`config.mk`:
```
export PLATFORM = sky130hd
export DESIGN_NAME = ptw_arbiter
export DESIGN_NICKNAME = d
export VERILOG_FILES = /design/src/rtl/ptw_arbiter.sv
export SDC_FILE = /design/constraint.sdc
export NUM_CORES = 1
export LEC_CHECK = 0
export BUFFER_PORTS_ARGS = -buffer_cell sky130_fd_sc_hd__buf_2
export CAP_MARGIN = 30
export CORE_MARGIN = 1
export CORE_UTILIZATION = 45
export CTS_CLUSTER_SIZE = 30
export DETAILED_ROUTE_END_ITERATION = 6
export PLACE_DENSITY_LB_ADDON = 0.15
export SLEW_MARGIN = 40
export SYNTH_ARGS = -nofsm -noshare
export SYNTH_HDL_FRONTEND = slang
export SYNTH_SLANG_ARGS = --single-unit
```
`constraint.sdc`:
```
create_clock -name clk -period 5.45 [get_ports clk]
set_input_delay 0.2725 -clock clk [delete_from_list [all_inputs] [get_ports clk]]
set_output_delay 0.2725 -clock clk [all_outputs]
set_load 0.02 [all_outputs]
```
`src/rtl/ptw_arbiter.sv`:
```
// ptw_arbiter: shares one page-table walker between the instruction-side and
// data-side miss ports. It grants one requester at a time (round robin on
// conflicts), forwards the latched vpn to the walker, waits for the walk result
// and returns it to the requester that owns the walk.
//
// Optional feature: define PTW_ARB_TIMEOUT_EN to abandon a walk that gets no
// walker response within TIMEOUT_CYCLES WAIT cycles. The owner then sees a
// response with error=1 and ppn=0. Without the macro, WAIT lasts until the
// walker responds.
//
// Handshake: a request transfers on a rising edge where valid and ready are
// both 1. io_*_req_ready is combinational from the valids and is only ever
// given in IDLE. io_ptw_req_valid/vpn are held stable until io_ptw_req_ready.
// io_ptw_resp_valid and io_*_resp_valid are one-cycle pulses with no
// back-pressure. The resp bits always show the last latched result.
module ptw_arbiter #(
  parameter int VPN_W          = 32,
  parameter int PPN_W          = 32,
  parameter int TIMEOUT_CYCLES = 255
) (
  input  logic             clk,
  input  logic             reset,
  input  logic             io_imem_req_valid,
  output logic             io_imem_req_ready,
  input  logic [VPN_W-1:0] io_imem_req_bits_vpn,
  input  logic             io_dmem_req_valid,
  output logic             io_dmem_req_ready,
  input  logic [VPN_W-1:0] io_dmem_req_bits_vpn,
  output logic             io_imem_resp_valid,
  output logic             io_imem_resp_bits_error,
  output logic [PPN_W-1:0] io_imem_resp_bits_ppn,
  output logic             io_dmem_resp_valid,
  output logic             io_dmem_resp_bits_error,
  output logic [PPN_W-1:0] io_dmem_resp_bits_ppn,
  output logic             io_ptw_req_valid,
  input  logic             io_ptw_req_ready,
  output logic [VPN_W-1:0] io_ptw_req_bits_vpn,
  input  logic             io_ptw_resp_valid,
  input  logic             io_ptw_resp_bits_error,
  input  logic [PPN_W-1:0] io_ptw_resp_bits_ppn,
  output logic             io_busy
);

  typedef enum logic [1:0] {
    ST_IDLE = 2'd0,
    ST_REQ  = 2'd1,
    ST_WAIT = 2'd2,
    ST_RESP = 2'd3
  } state_e;

  // Requester identity; also used for the round-robin preference.
  localparam logic OWN_IMEM = 1'b0;
  localparam logic OWN_DMEM = 1'b1;

  state_e           state_q, state_d;
  logic             owner_q, owner_d;   // requester that owns the current walk
  logic             prio_q, prio_d;     // requester that wins the next conflict
  logic [VPN_W-1:0] vpn_q, vpn_d;
  logic [PPN_W-1:0] ppn_q, ppn_d;
  logic             err_q, err_d;
  logic             ptw_req_valid_q, ptw_req_valid_d;
  logic             imem_resp_valid_q, imem_resp_valid_d;
  logic             dmem_resp_valid_q, dmem_resp_valid_d;
  logic             busy_q, busy_d;

  logic             imem_grant;
  logic             dmem_grant;

`ifdef PTW_ARB_TIMEOUT_EN
  // The counter holds the number of WAIT cycles already spent; the walk is
  // abandoned in the WAIT cycle that would bring it to TIMEOUT_CYCLES.
  localparam logic [7:0] TMO_LAST = 8'(TIMEOUT_CYCLES - 1);
  logic [7:0] tmo_cnt_q, tmo_cnt_d;
`else
  // Keeps the parameter referenced in the build that has no timeout.
  logic unused_tmo;
  assign unused_tmo = ^8'(TIMEOUT_CYCLES);
`endif

  // Pick at most one requester while idle; the preferred side wins a conflict.
  always_comb begin
    imem_grant = 1'b0;
    dmem_grant = 1'b0;
    if (state_q == ST_IDLE) begin
      if (io_imem_req_valid && io_dmem_req_valid) begin
        if (prio_q == OWN_IMEM) imem_grant = 1'b1;
        else                    dmem_grant = 1'b1;
      end else if (io_imem_req_valid) begin
        imem_grant = 1'b1;
      end else if (io_dmem_req_valid) begin
        dmem_grant = 1'b1;
      end
    end
  end

  // Ready is withheld while reset is asserted so nothing can transfer.
  assign io_imem_req_ready = imem_grant & ~reset;
  assign io_dmem_req_ready = dmem_grant & ~reset;

  assign io_ptw_req_valid        = ptw_req_valid_q;
  assign io_ptw_req_bits_vpn     = vpn_q;
  assign io_imem_resp_valid      = imem_resp_valid_q;
  assign io_dmem_resp_valid      = dmem_resp_valid_q;
  assign io_imem_resp_bits_error = err_q;
  assign io_dmem_resp_bits_error = err_q;
  assign io_imem_resp_bits_ppn   = ppn_q;
  assign io_dmem_resp_bits_ppn   = ppn_q;
  assign io_busy                 = busy_q;

  // Next state and next registered outputs for one walk: grant, issue, wait, return.
  always_comb begin
    state_d           = state_q;
    owner_d           = owner_q;
    prio_d            = prio_q;
    vpn_d             = vpn_q;
    ppn_d             = ppn_q;
    err_d             = err_q;
    ptw_req_valid_d   = ptw_req_valid_q;
    imem_resp_valid_d = 1'b0;
    dmem_resp_valid_d = 1'b0;
`ifdef PTW_ARB_TIMEOUT_EN
    tmo_cnt_d         = tmo_cnt_q;
`endif
    unique case (state_q)
      ST_IDLE: begin
        if (imem_grant) begin
          owner_d         = OWN_IMEM;
          vpn_d           = io_imem_req_bits_vpn;
          ptw_req_valid_d = 1'b1;
          state_d         = ST_REQ;
        end else if (dmem_grant) begin
          owner_d         = OWN_DMEM;
          vpn_d           = io_dmem_req_bits_vpn;
          ptw_req_valid_d = 1'b1;
          state_d         = ST_REQ;
        end
      end
      ST_REQ: begin
        if (io_ptw_req_ready) begin
          ptw_req_valid_d = 1'b0;
          state_d         = ST_WAIT;
`ifdef PTW_ARB_TIMEOUT_EN
          tmo_cnt_d       = 8'd0;
`endif
        end
      end
      ST_WAIT: begin
        // A real response always beats a timeout landing in the same cycle.
        if (io_ptw_resp_valid) begin
          err_d             = io_ptw_resp_bits_error;
          ppn_d             = io_ptw_resp_bits_ppn;
          imem_resp_valid_d = (owner_q == OWN_IMEM);
          dmem_resp_valid_d = (owner_q == OWN_DMEM);
          state_d           = ST_RESP;
        end
`ifdef PTW_ARB_TIMEOUT_EN
        else if (tmo_cnt_q == TMO_LAST) begin
          err_d             = 1'b1;
          ppn_d             = '0;
          imem_resp_valid_d = (owner_q == OWN_IMEM);
          dmem_resp_valid_d = (owner_q == OWN_DMEM);
          state_d           = ST_RESP;
        end else begin
          tmo_cnt_d         = tmo_cnt_q + 8'd1;
        end
`endif
      end
      ST_RESP: begin
        // The side just served yields the next conflict to the other side.
        prio_d  = ~owner_q;
        state_d = ST_IDLE;
      end
      default: begin
        state_d = ST_IDLE;
      end
    endcase
    busy_d = (state_d != ST_IDLE);
  end

  // State register and registered outputs; reset abandons any walk in flight.
  always_ff @(posedge clk or posedge reset) begin
    if (reset) begin
      state_q           <= ST_IDLE;
      owner_q           <= OWN_IMEM;
      prio_q            <= OWN_IMEM;
      vpn_q             <= '0;
      ppn_q             <= '0;
      err_q             <= 1'b0;
      ptw_req_valid_q   <= 1'b0;
      imem_resp_valid_q <= 1'b0;
      dmem_resp_valid_q <= 1'b0;
      busy_q            <= 1'b0;
`ifdef PTW_ARB_TIMEOUT_EN
      tmo_cnt_q         <= 8'd0;
`endif
    end else begin
      state_q           <= state_d;
      owner_q           <= owner_d;
      prio_q            <= prio_d;
      vpn_q             <= vpn_d;
      ppn_q             <= ppn_d;
      err_q             <= err_d;
      ptw_req_valid_q   <= ptw_req_valid_d;
      imem_resp_valid_q <= imem_resp_valid_d;
      dmem_resp_valid_q <= dmem_resp_valid_d;
      busy_q            <= busy_d;
`ifdef PTW_ARB_TIMEOUT_EN
      tmo_cnt_q         <= tmo_cnt_d;
`endif
    end
  end

endmodule

```
Yosys cells after proc, flatten, opt, wreduce, memory -nomap -nowiden
Index checks and enable logic that the tools add are counted.
{"block": "op_classes", "n_eq_ne": 5, "mux": 25, "bitwise_logic": 4, "n_reduce_logical": 8}
{"op": "two-way mux 32 bit", "n": 2}
{"op": "two-way mux 1 bit", "n": 17}
{"op": "two-way mux 2 bit", "n": 4}
{"op": "case mux 2 bit (4 select lines)", "n": 1}
{"op": "nonzero test 2 bit", "n": 3}
{"op": "== test 2 bit (second input constant)", "n": 2}
{"op": "AND reduction 2 bit", "n": 2}
{"op": "!= test 3 bit (second input constant)", "n": 1}
{"op": "AND reduction 3 bit", "n": 1}
{"op": "AND 1 bit", "n": 2}
{"op": "== test 2 x 1 -> 1 bit (second input constant)", "n": 1}
{"op": "zero test 2 bit", "n": 1}
{"op": "!= test 2 bit (second input constant)", "n": 1}
{"op": "inverter 1 bit", "n": 2}
{"op": "case mux 1 bit (2 select lines)", "n": 1}
{"op": "logical AND 1 bit", "n": 1}
{"block": "word_totals", "regBits": 73, "in_bits": 103, "out_inout_bits": 104, "word_cells": 52}

Longest topological paths before layout
{"block": "depth", "ltp_word": 8, "depth_mapped": 5, "mapped_depth_nobuf": 3}

Worst setup path after synthesis
No wires, ideal clock.
{"block": "synth_timing", "path_kind": "in2out", "start": "input reset", "end": "output io_imem_req_ready", "arrival_ps": 2206, "required_time_ps": 5178, "setup_slack_ps": 2972, "cell_stages": 2, "n_path_buf": 0, "path_cell_list": "inv_1 -> and2_1"}
{"block": "synth_between", "elab_chain_len": 2}
{"element": "from (decl)", "line_no": "22", "rtl": "input logic reset,"}
{"element": "inverter 1 bit", "line_no": "97", "rtl": "assign io_imem_req_ready = imem_grant & ~reset;"}
{"element": "AND 1 bit", "line_no": "97"}
{"element": "to (decl)", "line_no": "24", "rtl": "output logic io_imem_req_ready,"}
No other way between the ends.

Final worst setup path
{"block": "layout_timing", "start": "register state_q[1]", "end": "output io_imem_req_ready"}
{"block": "layout_between", "elab_chain_len": 3}
{"element": "from (decl)", "line_no": "55", "rtl": "state_e state_q, state_d;"}
{"element": "from (signal assigned)", "line_no": "197", "rtl": "state_q <= state_d;"}
{"element": "zero test 2 bit", "line_no": "84", "rtl": "if (state_q == ST_IDLE) begin"}
{"element": "two-way mux 1 bit", "line_no": "84"}
{"element": "AND 1 bit", "line_no": "97"}
No other way between the ends.

==> impl_metrics.py <==
metrics = {
    "cells_and_area": {
        "instances_no_fill": 585,
        "areaGrowthSynthToFinish_pct": 28.81,
        "final_nets": 584,
        "num_antenna_cells": 0,
        "n_fill_cell": 660,
        "drive_above_1_share_pct": 54.73,
    },
    "clock_network": {
        "cts_resized": 0,
        "cts_setup_buffers": 0,
        "cts_tree": "yes",
        "path_clk_slew_ns": 0.07,
        "h-tree-depth": 3,
        "numClockSinks": 73,
        "cts-root-buf": "clkbuf_8",
        "clk_latency_ns": 0.34,
        "cts_buffer_depth": 2,
        "postCtsHoldBufs": 0,
        "tritoncts.num_buffers": 9,
    },
    "power": {
        "power.density_nw_per_um2": 646.1,
        "leakagePower_uw": 0.002324,
        "ir_worst_vdd_mv": 0.2213,
    },
    "timing": {
        "post-route-period-util_pct": 51.48,
        "setup_tns_ns": 0,
        "final-hold-violation-count": 0,
        "fin_crit_ns": 2.805,
        "rsz0062_at_grt": "false",
        "finalClockSkew_ns": 0.009398,
        "fin_ws_ns": 2.645,
        "setup_viol": 0,
        "max_slew_margin_pct": 45.91,
        "worst_slew_pin_slew_ns": 0.8094,
        "maxSlewViolCount": 0,
        "timing.fmax_ghz": 0.3564,
    },
    "placed_design": {
        "gp_congestion": 0.7747,
        "post-place-ws_ns": 3.063,
        "portBuffers": 206,
        "dpl.cell_count": 569,
        "hpwl_microns": 6354,
    },
    "global_route": {
        "grt_pass1_vias": 2835,
        "antenna_found_initial": 0,
        "globalRouteOverflowTotal": 0,
        "track_usage_pct": 22.31,
        "grt_pass1_wl_microns": 14280,
        "grt_max_degree": 74,
    },
    "worst_setup_path": {
        "critPathArrivalTime_ns": 2.53,
        "cp-start-kind": "flop",
        "cp_cell_sequence": "nor2_4, and3_1, buf_4, and2_1, buf_2",
        "end_kind": "primary output",
        "path_max_fanout": 36,
        "critPathKind": "flop to primary output",
        "crit_path_top_delay_cell": "nor2_4",
        "critical_path.max_stage_delay_ns": 0.68,
        "cp.required_ns": 5.18,
    },
    "synthesis": {
        "synth_warnings": 0,
        "synth_seq_cells": 73,
        "synthSimpleGateAreaFrac_pct": 8.405,
        "synthAdderAreaFrac_pct": 0,
        "netlist_area_sq_um": 3513,
        "synthMuxAreaShare_pct": 10.58,
        "syn-mean-instance-area_sq_um": 10.98,
        "yosysSeqAreaShare_pct": 51.99,
        "synthesis.nets": 423,
        "yosysUniqueCellTypes": 25,
        "synth_top_family_by_area": "buffers and inverters",
        "synth_compound_area_share_pct": 14.35,
        "post_synth_xor_area_fraction_pct": 0,
        "post_synth_inst_count": 320,
    },
    "die": {
        "fp.dieH_microns": 90.36,
        "initial_core_util_pct": 47.42,
        "core-area_sq_um": 7408,
        "die_x_microns": 90.36,
        "dieArea_sq_um": 8165,
        "rows": 31,
        "io_pins": 207,
    },
    "detailed_routing": {
        "vias": 3054,
        "wl_microns": 8952,
        "routedWlPerCell_microns": 15.30,
        "drc": 0,
        "drtIter0Drc": 160,
        "final_antenna_net_count": 0,
        "first_pass_iters": 4,
        "drt-vias-per-instance": 5.221,
    },
    "status": {
        "outcome": "finished clean",
    },
    "run": {
        "maxCapViolCount": 0,
    },
    "worst_hold_path": {
        "hp-class": "primary input to async pin",
    },
}
## cell type report
type	instances	area, sq um	share of cell area, %
sequential	73	1827	40.36
multi-input combinational	152	1192	26.35
timing repair buffer	209	1057	23.36
clock buffer	13	148.9	3.290
inverter	36	136.4	3.014
tap	99	123.9	2.737
clock inverter	3	40.04	0.8847
## stage by stage
step | util, % | instance area [sq um] | total power, uW | hold slack [ns]
final | 61.09 | 4526 | 2924 | 0.09571
after global routing | 61.09 | 4526 | 3116 | 0.1424
after CTS | 60.99 | 4518 | 2948 | 0.1440
after detailed placement | 58.44 | 4329 | 2533 | 0.4658
after global placement | 58.28 | 4318 | 2492 | 0.4618
after floorplan | - | 3513 | 2172 | 0.4126
## logic make-up (layout without fill, tap and decap cells)
logic type	count (synthesis)	in the layout
and+or+nand+nor	49	49
muxes	33	33
AOI/OAI and AO/OA	70	70
buffers and inverters	95	261
DFF	73	73
## power by group
| group | total (uW) | switching [uW] | internal [uW] |
|---|---|---|---|
| registers | 981 | 164 | 817 |
| logic | 1530 | 981 | 548 |
| clock network | 414 | 191 | 223 |
## worst paths after layout
kind | end | slack (ns) | cells after the start | startpoint
worst max-delay path | io_imem_req_ready | 2.64 | 5 | state_q[1]
worst min-delay path | io_dmem_resp_bits_ppn[4] | 0.1 | 3 | reset
worst max register to register | io_ptw_req_bits_vpn[22] | 3.09 | 4 | state_q[1]
worst min register to register | io_imem_resp_valid | 0.46 | 1 | owner_q
max in group asynchronous | io_ptw_req_bits_vpn[9] | 4.88 | 3 | reset
min in group clk | io_dmem_resp_bits_ppn[6] | 0.15 | 2 | io_ptw_resp_bits_ppn[6]
## worst max-delay path, delay by kind of cell, from the launching register on
kind,cells,cell delay (ns)
buffers and inverters,2,0.52
flip-flops,1,0.48
AND/OR/NAND/NOR,3,1.15
## metal layers
| metal | part of all wire [%] | global-route usage, % | up-vias |
|---|---|---|---|
| met5 | 0 | 0 | - |
| met2 | 48 | 35.18 | 173 |
| met3 | 7.6 | 6.229 | 4 |
| met1 | 43 | 30.16 | 1445 |
| met4 | 0.66 | 6.183 | 0 |
| li1 | - | - | 1432 |
## synthesized netlist by cell type
library cell,number,area share [%]
nand3_2,1,0.28
o311ai_2,4,1.9
nand3b_1,1,0.21
o21ai_0,34,4.8
dfrtp_1,73,52
nand2_1,4,0.43
nand4_1,32,5.7
a21oi_1,2,0.28
buf_2,3,0.43
nor2_1,4,0.43
o311ai_1,24,6.0
buf_6,4,1.3
nor2b_1,1,0.18
and3_1,1,0.18
buf_4,33,7.1
clkbuf_1,18,1.9
mux2_2,33,11
nor3_1,1,0.14
and2_1,2,0.36
nor2_4,1,0.32
or2_2,1,0.18
o21ai_1,1,0.14
clkbuf_2,1,0.14
inv_1,36,3.8
o311ai_0,5,1.2
## state kept, by name (all words and copies together), names as in the netlist
name	cells
io_dmem_resp_bits_ppn	32
io_ptw_req_bits_vpn	32
state_q	2
io_busy	1
io_dmem_resp_bits_error	1
io_dmem_resp_valid	1
io_imem_resp_valid	1
io_ptw_req_valid	1
owner_q	1
prio_q	1
## cells in the final DEF, fill, tap and decap left out, drive strengths merged, types with 2 or more instances in the layout
master,Yosys,routed
o311ai,33,33
mux2,33,33
dfrtp,73,73
buf,40,209
clkbuf,19,13
and2,2,2
a21oi,2,2
clkinv,0,3
inv,36,35
o21ai,35,35
nand2,4,4
nand4,32,32
nor2,5,5
(Power assumes the default switching activity.)
